**config.mk**
```make
export PLATFORM = sky130hd
export DESIGN_NAME = bw_clk_cl_rst_seq
export DESIGN_NICKNAME = d
export VERILOG_FILES = /design/src/rtl/bw_clk_cl_rst_seq.sv
export SDC_FILE = /design/constraint.sdc
export NUM_CORES = 1
export LEC_CHECK = 0
export ABC_AREA = 0
export CAP_MARGIN = 20
export CORE_UTILIZATION = 45
export CTS_BUF_LIST = sky130_fd_sc_hd__clkbuf_2
export CTS_CLUSTER_SIZE = 28
export DETAILED_ROUTE_END_ITERATION = 10
export GPL_ROUTABILITY_DRIVEN = 0
export GPL_TIMING_DRIVEN = 0
export PLACE_DENSITY = 0.73
export SLEW_MARGIN = 15
export SYNTH_ARGS = -nofsm -noshare
export SYNTH_HDL_FRONTEND = slang
export SYNTH_SLANG_ARGS = --single-unit
```
**constraint.sdc**
```tcl
create_clock -name gclk -period 3.4 [get_ports gclk]
set_input_delay 0.68 -clock gclk [delete_from_list [all_inputs] [get_ports gclk]]
set_output_delay 0.68 -clock gclk [all_outputs]
set_load 0.02 [all_outputs]
```
**src/rtl/bw_clk_cl_rst_seq.sv**
```systemverilog
// ---------------------------------------------------------------------------
// bw_clk_cl_rst_seq
// Per-cluster clock-enable / reset / debug-init sequencer that sits directly
// upstream of the cluster header. Everything runs on the always-on gclk.
//
// Power-on: hold the cluster clock off, then enable it while holding reset,
// then release reset and debug-init. In RUN the block also services
// warm-reset and debug-init requests from the CTU using a req/ack handshake.
// It also services clock-stop requests.
//
// Ports
//   gclk          in   global clock, all state on posedge
//   arst          in   asynchronous reset, active-high
//   se            in   scan enable, ORed combinationally into cluster_cken
//   wrst_req      in   warm-reset request (level), acted on in RUN/STOP
//   dbg_req       in   debug-init request (level), acted on in RUN only
//   ckstop        in   clock-stop request, acted on in RUN only
//   cluster_cken  out  clock enable to the header (cken_q | se)
//   grst_l        out  registered synchronous reset, active-low
//   gdbginit_l    out  registered debug init, active-low
//   seq_ack       out  one-cycle pulse when a wrst/dbg operation completes
//   seq_busy      out  high whenever the sequencer is not in RUN
// ---------------------------------------------------------------------------
module bw_clk_cl_rst_seq #(
    parameter int CNT_W     = 8,
    parameter int CKOFF_CYC = 4,
    parameter int RST_HOLD  = 16,
    parameter int DBG_HOLD  = 8
) (
    input  logic gclk,
    input  logic arst,
    input  logic se,
    input  logic wrst_req,
    input  logic dbg_req,
    input  logic ckstop,
    output logic cluster_cken,
    output logic grst_l,
    output logic gdbginit_l,
    output logic seq_ack,
    output logic seq_busy
);

    typedef enum logic [2:0] {
        ST_CKOFF = 3'd0,
        ST_CKON  = 3'd1,
        ST_RUN   = 3'd2,
        ST_WRST  = 3'd3,
        ST_DBG   = 3'd4,
        ST_STOP  = 3'd5
    } state_t;

    // Hold-counter load values: a timed state lasting N cycles loads N-1.
    localparam logic [CNT_W-1:0] LD_CKOFF = CNT_W'(CKOFF_CYC - 1);
    localparam logic [CNT_W-1:0] LD_RST   = CNT_W'(RST_HOLD - 1);
    localparam logic [CNT_W-1:0] LD_DBG   = CNT_W'(DBG_HOLD - 1);

    state_t           state_q, state_d;
    logic [CNT_W-1:0] cnt_q, cnt_d;
    logic             cken_q, cken_d;
    logic             grst_l_q, grst_l_d;
    logic             gdbginit_l_q, gdbginit_l_d;
    logic             seq_ack_q, seq_ack_d;
    logic             seq_busy_q, seq_busy_d;
    logic             cnt_zero_s;

    assign cnt_zero_s = (cnt_q == {CNT_W{1'b0}});

    // Next-state and hold-counter logic.
    always_comb begin
        state_d = state_q;
        cnt_d   = cnt_q;
        case (state_q)
            ST_CKOFF: begin
                if (cnt_zero_s) begin
                    state_d = ST_CKON;
                    cnt_d   = LD_RST;
                end else begin
                    cnt_d = cnt_q - {{(CNT_W-1){1'b0}}, 1'b1};
                end
            end
            ST_CKON, ST_WRST, ST_DBG: begin
                if (cnt_zero_s) begin
                    state_d = ST_RUN;
                    cnt_d   = {CNT_W{1'b0}};
                end else begin
                    cnt_d = cnt_q - {{(CNT_W-1){1'b0}}, 1'b1};
                end
            end
            ST_RUN: begin
                // Fixed priority: warm reset over debug init over clock stop.
                if (wrst_req) begin
                    state_d = ST_WRST;
                    cnt_d   = LD_RST;
                end else if (dbg_req) begin
                    state_d = ST_DBG;
                    cnt_d   = LD_DBG;
                end else if (ckstop) begin
                    state_d = ST_STOP;
                end else begin
                    state_d = ST_RUN;
                end
            end
            ST_STOP: begin
                // A warm reset may be started with the clock stopped; it
                // re-enables the clock through the WRST output decode.
                if (wrst_req) begin
                    state_d = ST_WRST;
                    cnt_d   = LD_RST;
                end else if (!ckstop) begin
                    state_d = ST_RUN;
                end else begin
                    state_d = ST_STOP;
                end
            end
            default: begin
                state_d = ST_CKOFF;
                cnt_d   = LD_CKOFF;
            end
        endcase
    end

    // Output decode from the next state so that outputs are registered and
    // show each transition one gclk after the deciding edge.
    always_comb begin
        cken_d       = 1'b0;
        grst_l_d     = 1'b0;
        gdbginit_l_d = 1'b0;
        case (state_d)
            ST_CKOFF: begin cken_d = 1'b0; grst_l_d = 1'b0; gdbginit_l_d = 1'b0; end
            ST_CKON:  begin cken_d = 1'b1; grst_l_d = 1'b0; gdbginit_l_d = 1'b0; end
            ST_RUN:   begin cken_d = 1'b1; grst_l_d = 1'b1; gdbginit_l_d = 1'b1; end
            ST_WRST:  begin cken_d = 1'b1; grst_l_d = 1'b0; gdbginit_l_d = 1'b0; end
            ST_DBG:   begin cken_d = 1'b1; grst_l_d = 1'b1; gdbginit_l_d = 1'b0; end
            ST_STOP:  begin cken_d = 1'b0; grst_l_d = 1'b1; gdbginit_l_d = 1'b1; end
            default:  begin cken_d = 1'b0; grst_l_d = 1'b0; gdbginit_l_d = 1'b0; end
        endcase
        // Ack only on completion of a timed request operation, never on STOP exit.
        seq_ack_d  = ((state_q == ST_WRST) || (state_q == ST_DBG)) && (state_d == ST_RUN);
        seq_busy_d = (state_d != ST_RUN);
    end

    // State, counter and registered outputs; arst aborts any operation.
    always_ff @(posedge gclk or posedge arst) begin
        if (arst) begin
            state_q      <= ST_CKOFF;
            cnt_q        <= LD_CKOFF;
            cken_q       <= 1'b0;
            grst_l_q     <= 1'b0;
            gdbginit_l_q <= 1'b0;
            seq_ack_q    <= 1'b0;
            seq_busy_q   <= 1'b1;
        end else begin
            state_q      <= state_d;
            cnt_q        <= cnt_d;
            cken_q       <= cken_d;
            grst_l_q     <= grst_l_d;
            gdbginit_l_q <= gdbginit_l_d;
            seq_ack_q    <= seq_ack_d;
            seq_busy_q   <= seq_busy_d;
        end
    end

    // Scan enable bypasses the sequencer so the header clocks during scan.
    assign cluster_cken = cken_q | se;
    assign grst_l       = grst_l_q;
    assign gdbginit_l   = gdbginit_l_q;
    assign seq_ack      = seq_ack_q;
    assign seq_busy     = seq_busy_q;

endmodule

```
==> results_dict.tcl, run 1 <==
set metrics [dict create \
    status "completed" \
    syn_to_final_growth_pct 15.82 \
    grt_max_degree 17 \
    p_leak_nw 0.4923 \
    clk_latency_ns 0.30 \
    avgSynthCellArea_um2 9.551 \
    worstPathMaxFanout 1 \
    power.switching_uw 458.5 \
    cts.repair.resized 0 \
    grt_pass1_vias 769 \
    wl_um 1726 \
    holdWs_ns 0.5635 \
    yosysTopAreaCell "dfrtp_1" \
    die_area_um2 2333 \
    postPlaceCellArea_um2 1099 \
    timing.fmax_mhz 389.1 \
    drt-vias-per-instance 5.359 \
    rows 16 \
    vias 761 \
    pwr-share-clk 0.084 \
    drv_slew 0 \
    die_x_um 48.30 \
    synth_area_um2 964.7 \
    syn_nets 109 \
    wl_per_cell_um 12.15 \
    drc 0 \
    sw_frac_of_total 0.4386 \
    fillers 175 \
    cts_root_buf "clkbuf_2" \
    numPortBuffers 10 \
    total_power_mw 1.045 \
    critical_path_buf_inv_count 2 \
    cts_max_level 1 \
    crit_type "input port to output port" \
    grt_pass1_wl_um 3194 \
    design_area_um2 1117 \
    cap_violations 0 \
    max_stage_delay_ns 0.53 \
    ir_drop_mv 0.4487 \
    synth_top_area_frac 0.3372 \
    syn_inst 101 \
    ys_seq_elements 16 \
    relSlewSlack 0.6169 \
    critPathMostFrequentCell "clkdlybuf4s50_1" \
    cts_buffers 3 \
    cts_setup_buffers 0 \
    hold_viol_final 0 \
    hold_path_class "register to register" \
    yosys.cell_types.count 37 \
    cts_sinks 16 \
    grt_usage 0.1791 \
    powerDensity_nw_per_um2 935.6 \
    grt-ovfl-total 0 \
    crit_path_start_kind "input port" \
    cts_buffer_depth 2 \
    ios 11 \
    cpMaxStageDelayCell "clkdlybuf4s50_1" \
    final_nets 124 \
    drt_pass1_iterations 4 \
    p_comb_frac 0.581 \
    intPower_uw 586.9 \
    drt_iter0_drc 8 \
    layout_min_cycle_time_ns 2.570 \
    yosys_warnings 0 \
    fp.coreArea_um2 1982 \
    antenna_found_initial 0 \
    start_util 0.4867 \
    cp.required_ns 2.72 \
    p_seq_frac 0.335 \
    skew_ns 0.0003635 \
    seq_area_frac_synth 0.4189 \
    cts.clk_slew.worst_paths_ns 0.15 \
    rsz0062_at_grt "false" \
    setup_violations 0 \
    diodes 0 \
    synth_area_leaders "dfrtp_1 34%, dfstp_2 8.2%, nor2_1 5.1%" \
    hpwl_um 1299 \
    cts-hold-fix-buffers 0 \
    max_slew.worst_pin.slew_ns 0.5741 \
    cts_tree "done" \
    setup_tns_ns 0 \
    die_h_um 48.30 \
    crit_family "buffers and inverters" \
    cp.arrival_ns 1.89 \
    layout-drive-gt1-share 0.1739 \
    end_kind "output port" \
    min_period_over_period 0.7559 \
    antenna_left 0 \
    crit_chain "clkdlybuf4s50_1 > or2_2 > clkdlybuf4s50_1" \
]
-- sequential cells by signal, summed over array words and instances, names as in the netlist --
| register | flops |
|---|---|
| state_q | 3 |
| seq_busy | 1 |
| cnt_q | 8 |
| grst_l | 1 |
| cken_q | 1 |
| gdbginit_l | 1 |
| seq_ack | 1 |
-- final timing paths --
kind,cells past startpoint,to,slack [ns],startpoint
min reg2reg,2,cnt_q[6],0.56,cnt_q[6]
max reg2reg,8,cnt_q[0],1.34,cnt_q[0]
max in group asynchronous,2,cnt_q[0],2.31,arst
min,2,cnt_q[6],0.56,cnt_q[6]
max,3,cluster_cken,0.83,se
min in group asynchronous,2,cken_q,0.72,arst
-- routing by layer --
layer | part of all wire | global-route usage | wire [um]
met1 | 0.45 | 0.2041 | 777
met2 | 0.50 | 0.3099 | 860
met3 | 0.024 | 0.02830 | 42
met4 | 0.027 | 0.1176 | 46
met5 | 0 | 0 | 0
-- cells in the mapped netlist --
cell       n
a211o_2    1
a21o_1     2
a21oi_1    7
a21oi_4    1
a221o_1    1
a22o_1     2
a22oi_1    1
buf_2      1
buf_4      2
dfrtp_1   13
dfstp_2    3
ha_1       2
inv_1      7
mux2i_4    1
nand2_1    7
nand2_2    1
nand2b_1   3
nand3_1    4
nand3b_1   2
nor2_1    13
nor2_2     1
nor2b_1    2
nor3_1     2
nor3_2     1
nor3b_1    1
nor4_2     1
nor4b_2    1
o211a_1    1
o211ai_2   1
o21ai_0    4
o21ai_1    1
o221ai_1   1
o22a_1     1
or2_2      1
or4b_4     1
xnor2_1    2
xor2_1     5
-- tightest hold or removal path: stages, from the launching register on --
cell	delay (ns)
dfrtp_1	0.39
xor2_1	0.07
nor2_1	0.07
-- power groups by stage --
| stage | sequential (mW) | combinational, mW | clock, mW |
|---|---|---|---|
| floorplan | 0.361 | 0.464 | 0 |
| global placement | 0.352 | 0.596 | 0 |
| detailed placement | 0.355 | 0.610 | 0 |
| CTS | 0.351 | 0.612 | 0.0900 |
| global route | 0.360 | 0.694 | 0.0985 |
| finish | 0.350 | 0.607 | 0.0878 |
-- final cells by class --
type	count	area (um2)	share of cell area
plain buffers	3	20.02	0.01792
well taps	27	33.78	0.03024
repair buffers	10	100.1	0.08959
inverters	7	26.28	0.02352
clock inverters	1	3.754	0.003359
flip-flops and latches	16	404.1	0.3617
multi-input cells	75	514.2	0.4602
clock buffers	3	15.01	0.01344
-- cell usage in the layout (no fill, tap or decap), types with 2 or more instances in the layout --
master           netlist  final
nor2_1                13     13
dfrtp_1               13     13
clkdlybuf4s50_1        0     10
inv_1                  7      7
nand2_1                7      7
a21oi_1                7      7
xor2_1                 5      5
nand3_1                4      4
o21ai_0                4      4
nand2b_1               3      3
clkbuf_2               0      3
dfstp_2                3      3
buf_4                  2      2
nand3b_1               2      2
nor3_1                 2      2
nor2b_1                2      2
a21o_1                 2      2
xnor2_1                2      2
a22o_1                 2      2
ha_1                   2      2
-- kinds of logic after synthesis --
| group | count (synthesis) | share of synthesized area |
|---|---|---|
| AO/OA/AOI/OAI | 24 | 0.1829 |
| XOR/XNOR | 7 | 0.06356 |
| adder cells (fa/ha/maj) | 2 | 0.02594 |
| buffers and inverters | 10 | 0.04799 |
| flip-flops | 16 | 0.4189 |
| multiplexers | 1 | 0.02334 |
| AND/OR/NAND/NOR | 41 | 0.2374 |
-- stage by stage --
step	setup slack, ns	std cells	utilization
2_1_floorplan	1.503	101	-
3_3_place_gp	0.8319	138	0.5543
3_5_place_dp	0.8241	138	0.5543
4_1_cts	0.8209	142	0.5638
5_1_grt	0.7975	142	0.5638
6_report	0.8300	142	0.5638
Power figures use the tool's default switching activity.
==> run 2, diff against run 1 <==
- PLACE_DENSITY: 0.73 -> 0.76
- clock period: 3.4 -> 2.3 ns (I/O delays scaled with it)
==> results_dict.tcl, run 2 (same netlist as run 1, synthesis figures left out) <==
set metrics [dict create \
    cp.arrival_ns 1.67 \
    holdWs_ns 0.5079 \
    instances_no_fill 142 \
    relSlewSlack 0.6095 \
    grt_pass1_vias 735 \
    setup_tns_ns 0 \
    drt_iter0_drc 15 \
    vias 763 \
    hpwl_um 1384 \
    cts.repair.resized 0 \
    place_inst 138 \
    end_kind "output port" \
    numPortBuffers 10 \
    cts_setup_buffers 0 \
    total_power_mw 1.561 \
    drt-vias-per-instance 5.373 \
    max_stage_delay_ns 0.53 \
    grt_usage 0.1746 \
    cts_max_level 1 \
    drv_slew 0 \
    final.setup.worst_slack_ns 0.1704 \
    timing.fmax_mhz 469.6 \
    largest_reg_flops 8 \
    cts-hold-fix-buffers 0 \
    postLayoutCoreUtil 0.5638 \
    setup_violations 0 \
    critPathMostFrequentCell "clkdlybuf4s50_1" \
    largest-register "cnt_q" \
    fp.coreArea_um2 1982 \
    cap_violations 0 \
    grt-ovfl-total 0 \
    cts_tree "done" \
    wl_per_cell_um 13.08 \
    antenna_left 0 \
    hold_path_class "input port to asynchronous set/reset pin" \
    grt_max_degree 17 \
    layout_min_cycle_time_ns 2.130 \
    start_util 0.4867 \
    crit_type "input port to output port" \
    crit_family "buffers and inverters" \
    max_slew.worst_pin.slew_ns 0.5850 \
    rows 16 \
    die_area_um2 2333 \
    largestRegisters "cnt_q x8, state_q x3" \
    antenna_found_initial 0 \
    cts_sinks 16 \
    ir_drop_mv 0.6139 \
    ff2ff_path_depth 8 \
    hold_viol_final 0 \
    drc 0 \
    critical_path_buf_inv_count 2 \
    die_h_um 48.30 \
    ios 11 \
    design_area_um2 1117 \
    cp.required_ns 1.84 \
    cpMaxStageDelayCell "clkdlybuf4s50_1" \
    syn_to_final_growth_pct 15.82 \
    layout-drive-gt1-share 0.1739 \
    postPlaceCellArea_um2 1099 \
    fillers 172 \
    status "completed" \
    diodes 0 \
    crit_chain "clkdlybuf4s50_1 > or2_2 > clkdlybuf4s50_1" \
    wl_um 1858 \
    min_period_over_period 0.9259 \
    cts_buffer_depth 2 \
    drt_pass1_iterations 4 \
    cts_root_buf "clkbuf_2" \
    p_leak_nw 0.4923 \
    layout_common_cells "13 x nor2_1, 13 x dfrtp_1, 10 x clkdlybuf4s50_1" \
    worstPathMaxFanout 1 \
    skew_ns 0.01399 \
    crit_cells 3 \
    pre_cts_ws_ns 0.05176 \
    powerDensity_nw_per_um2 1397 \
    final_nets 124 \
    cts.clk_slew.worst_paths_ns 0.15 \
    die_x_um 48.30 \
    crit_path_start_kind "input port" \
    clk_latency_ns 0.29 \
    rsz0062_at_grt "false" \
    grt_pass1_wl_um 3091 \
    cts_buffers 3 \
]
==> run 2: cell counts in the layout (fill, tap and decap cells not counted) <==
Identical to the previous run, type by type.
==> run 2: where the power goes <==
part           switching (mW)  internal (mW)
combinational           0.505          0.414
clock                  0.0855         0.0378
sequential              0.100          0.419
total                   0.691          0.870
==> run 2: worst register-to-register path, stage by stage (launching register included) <==
cell and delay (ns):
dfstp_2 0.59, inv_1 0.08, ha_1 0.20, nor4b_2 0.16, nand2_2 0.16, nor4_2 0.06, a211o_2 0.36, mux2i_4 0.21
a22o_1 0.20
==> run 2: final timing paths <==
check	start	end	slack (ns)
setup / recovery	se	cluster_cken	0.17
hold / removal	arst	cken_q	0.51
setup reg to reg	cnt_q[0]	cnt_q[0]	0.23
hold reg to reg	cnt_q[7]	cnt_q[7]	0.57
max in group asynchronous	arst	cnt_q[0]	1.40
min in group gclk	cnt_q[7]	cnt_q[7]	0.57
==> run 2: cell type report <==
class                   instances  area, um2  share of cell area
clock buffers                   3      15.01             0.01344
clock inverters                 1      3.754            0.003359
flip-flops and latches         16      404.1              0.3617
plain buffers                   3      20.02             0.01792
well taps                      27      33.78             0.03024
multi-input cells              75      514.2              0.4602
repair buffers                 10      100.1             0.08959
inverters                       7      26.28             0.02352
==> run 2: layer usage <==
metal	global-route usage	up-vias	part of all wire
met2	0.3052	24	0.49
met5	0	-	0
met3	0.07233	2	0.058
met4	0.02941	0	0.0054
met1	0.2028	357	0.44
li1	-	380	-
==> run 3, diff against run 2 <==
- CORE_UTILIZATION: 45 -> 30
- PLACE_DENSITY: 0.76 -> 0.57
==> results_dict.tcl, run 3 (same netlist as run 1, synthesis figures left out) <==
set metrics [dict create \
    fp.coreArea_um2 3053 \
    grt_pass1_vias 742 \
    cts_sinks 16 \
    status "completed" \
    ios 11 \
    drc 0 \
    layout-drive-gt1-share 0.1739 \
    min_period_over_period 0.9281 \
    ff_latch_area_um2 404.1 \
    cpMaxStageDelayCell "clkdlybuf4s50_1" \
    antenna_found_initial 0 \
    crit_type "input port to output port" \
    max_stage_delay_ns 0.54 \
    cts_setup_buffers 0 \
    grt_pass1_wl_um 3277 \
    clk_latency_ns 0.30 \
    grt_max_degree 17 \
    crit_path_start_kind "input port" \
    rsz0062_at_grt "false" \
    cts_buffer_depth 2 \
    end_kind "output port" \
    setup_tns_ns 0 \
    largest_reg_flops 8 \
    crit_family "buffers and inverters" \
    die_h_um 58.71 \
    die_x_um 58.71 \
    critPathMostFrequentCell "clkdlybuf4s50_1" \
    cts_root_buf "clkbuf_2" \
    ir_drop_mv 0.5616 \
    cts.repair.resized 0 \
    cp.required_ns 1.84 \
    hpwl_um 1404 \
    timing.fmax_mhz 468.5 \
    setup_violations 0 \
    worstPathMaxFanout 1 \
    postLayoutCoreUtil 0.3730 \
    total_power_mw 1.563 \
    hold_path_class "input port to asynchronous set/reset pin" \
    cts.clk_slew.worst_paths_ns 0.17 \
    wl_um 1918 \
    antenna_left 0 \
    skew_ns 0.01485 \
    powerDensity_nw_per_um2 1372 \
    critical_path_buf_inv_count 2 \
    cts_buffers 3 \
    drt-vias-per-instance 4.805 \
    drt_iter0_drc 43 \
    multiInputGateArea_um2 514.2 \
    die_area_um2 3446 \
    layout_min_cycle_time_ns 2.135 \
    diodes 0 \
    drt_pass1_iterations 4 \
    grt-ovfl-total 0 \
    numPortBuffers 10 \
    design_area_um2 1139 \
    fillers 336 \
    cts-hold-fix-buffers 0 \
    drv_slew 0 \
    largest-register "cnt_q" \
    start_util 0.3160 \
    cts_tree "done" \
    crit_chain "clkdlybuf4s50_1 > or2_2 > clkdlybuf4s50_1" \
    p_leak_nw 0.4923 \
    postPlaceCellArea_um2 1120 \
    wl_per_cell_um 12.06 \
    cap_violations 0 \
    cts_max_level 1 \
    layout_common_cells "13 x nor2_1, 13 x dfrtp_1, 10 x clkdlybuf4s50_1" \
    hold_viol_final 0 \
    final_nets 124 \
    relSlewSlack 0.5914 \
    cp.arrival_ns 1.67 \
    syn_to_final_growth_pct 18.03 \
    max_slew.worst_pin.slew_ns 0.6122 \
    largestRegisters "cnt_q x8, state_q x3" \
    rows 20 \
    vias 764 \
    grt_usage 0.1270 \
]
-- run 3: area by class of cell --
type / count / area share
multi-input cells: 75 / 0.4516
clock inverters: 1 / 0.003297
clock buffers: 3 / 0.01319
inverters: 7 / 0.02308
repair buffers: 10 / 0.08791
well taps: 44 / 0.04835
flip-flops and latches: 16 / 0.3549
plain buffers: 3 / 0.01758
-- run 3: metal layers --
| metal | GRT usage | up-vias | part of all wire |
|---|---|---|---|
| li1 | - | 378 | - |
| met1 | 0.1692 | 372 | 0.49 |
| met2 | 0.2020 | 10 | 0.47 |
| met3 | 0.01978 | 4 | 0.028 |
| met4 | 0.06122 | 0 | 0.0089 |
| met5 | 0 | - | 0 |
-- run 3: final timing paths --
path                            depth (start not counted)  slack [ns]      endpoint     start
worst max-delay path                                    3        0.17  cluster_cken        se
worst min-delay path                                    2        0.50      cnt_q[5]      arst
worst max register to register                          8        0.25      cnt_q[1]  cnt_q[0]
worst min register to register                          2        0.58      cnt_q[7]  cnt_q[7]
max in group asynchronous                               2        1.39       seq_ack      arst
min in group gclk                                       2        0.58      cnt_q[7]  cnt_q[7]
-- run 3: where the power goes --
part	switching [mW]	internal [mW]	leakage [nW]
Combinational	0.497	0.411	0.283
Sequential	0.105	0.419	0.196
Clock	0.0928	0.0378	0.0140
-- run 3: per-stage QoR --
step | hold slack [ns] | std cells | setup slack (ns)
6_report | 0.5004 | 159 | 0.1655
3_5_place_dp | 0.5465 | 155 | 0.04187
4_1_cts | 0.5224 | 159 | 0.1607
2_1_floorplan | 0.3716 | 101 | 0.4030
5_1_grt | 0.5708 | 159 | 0.1246
3_3_place_gp | 0.5386 | 155 | 0.07179
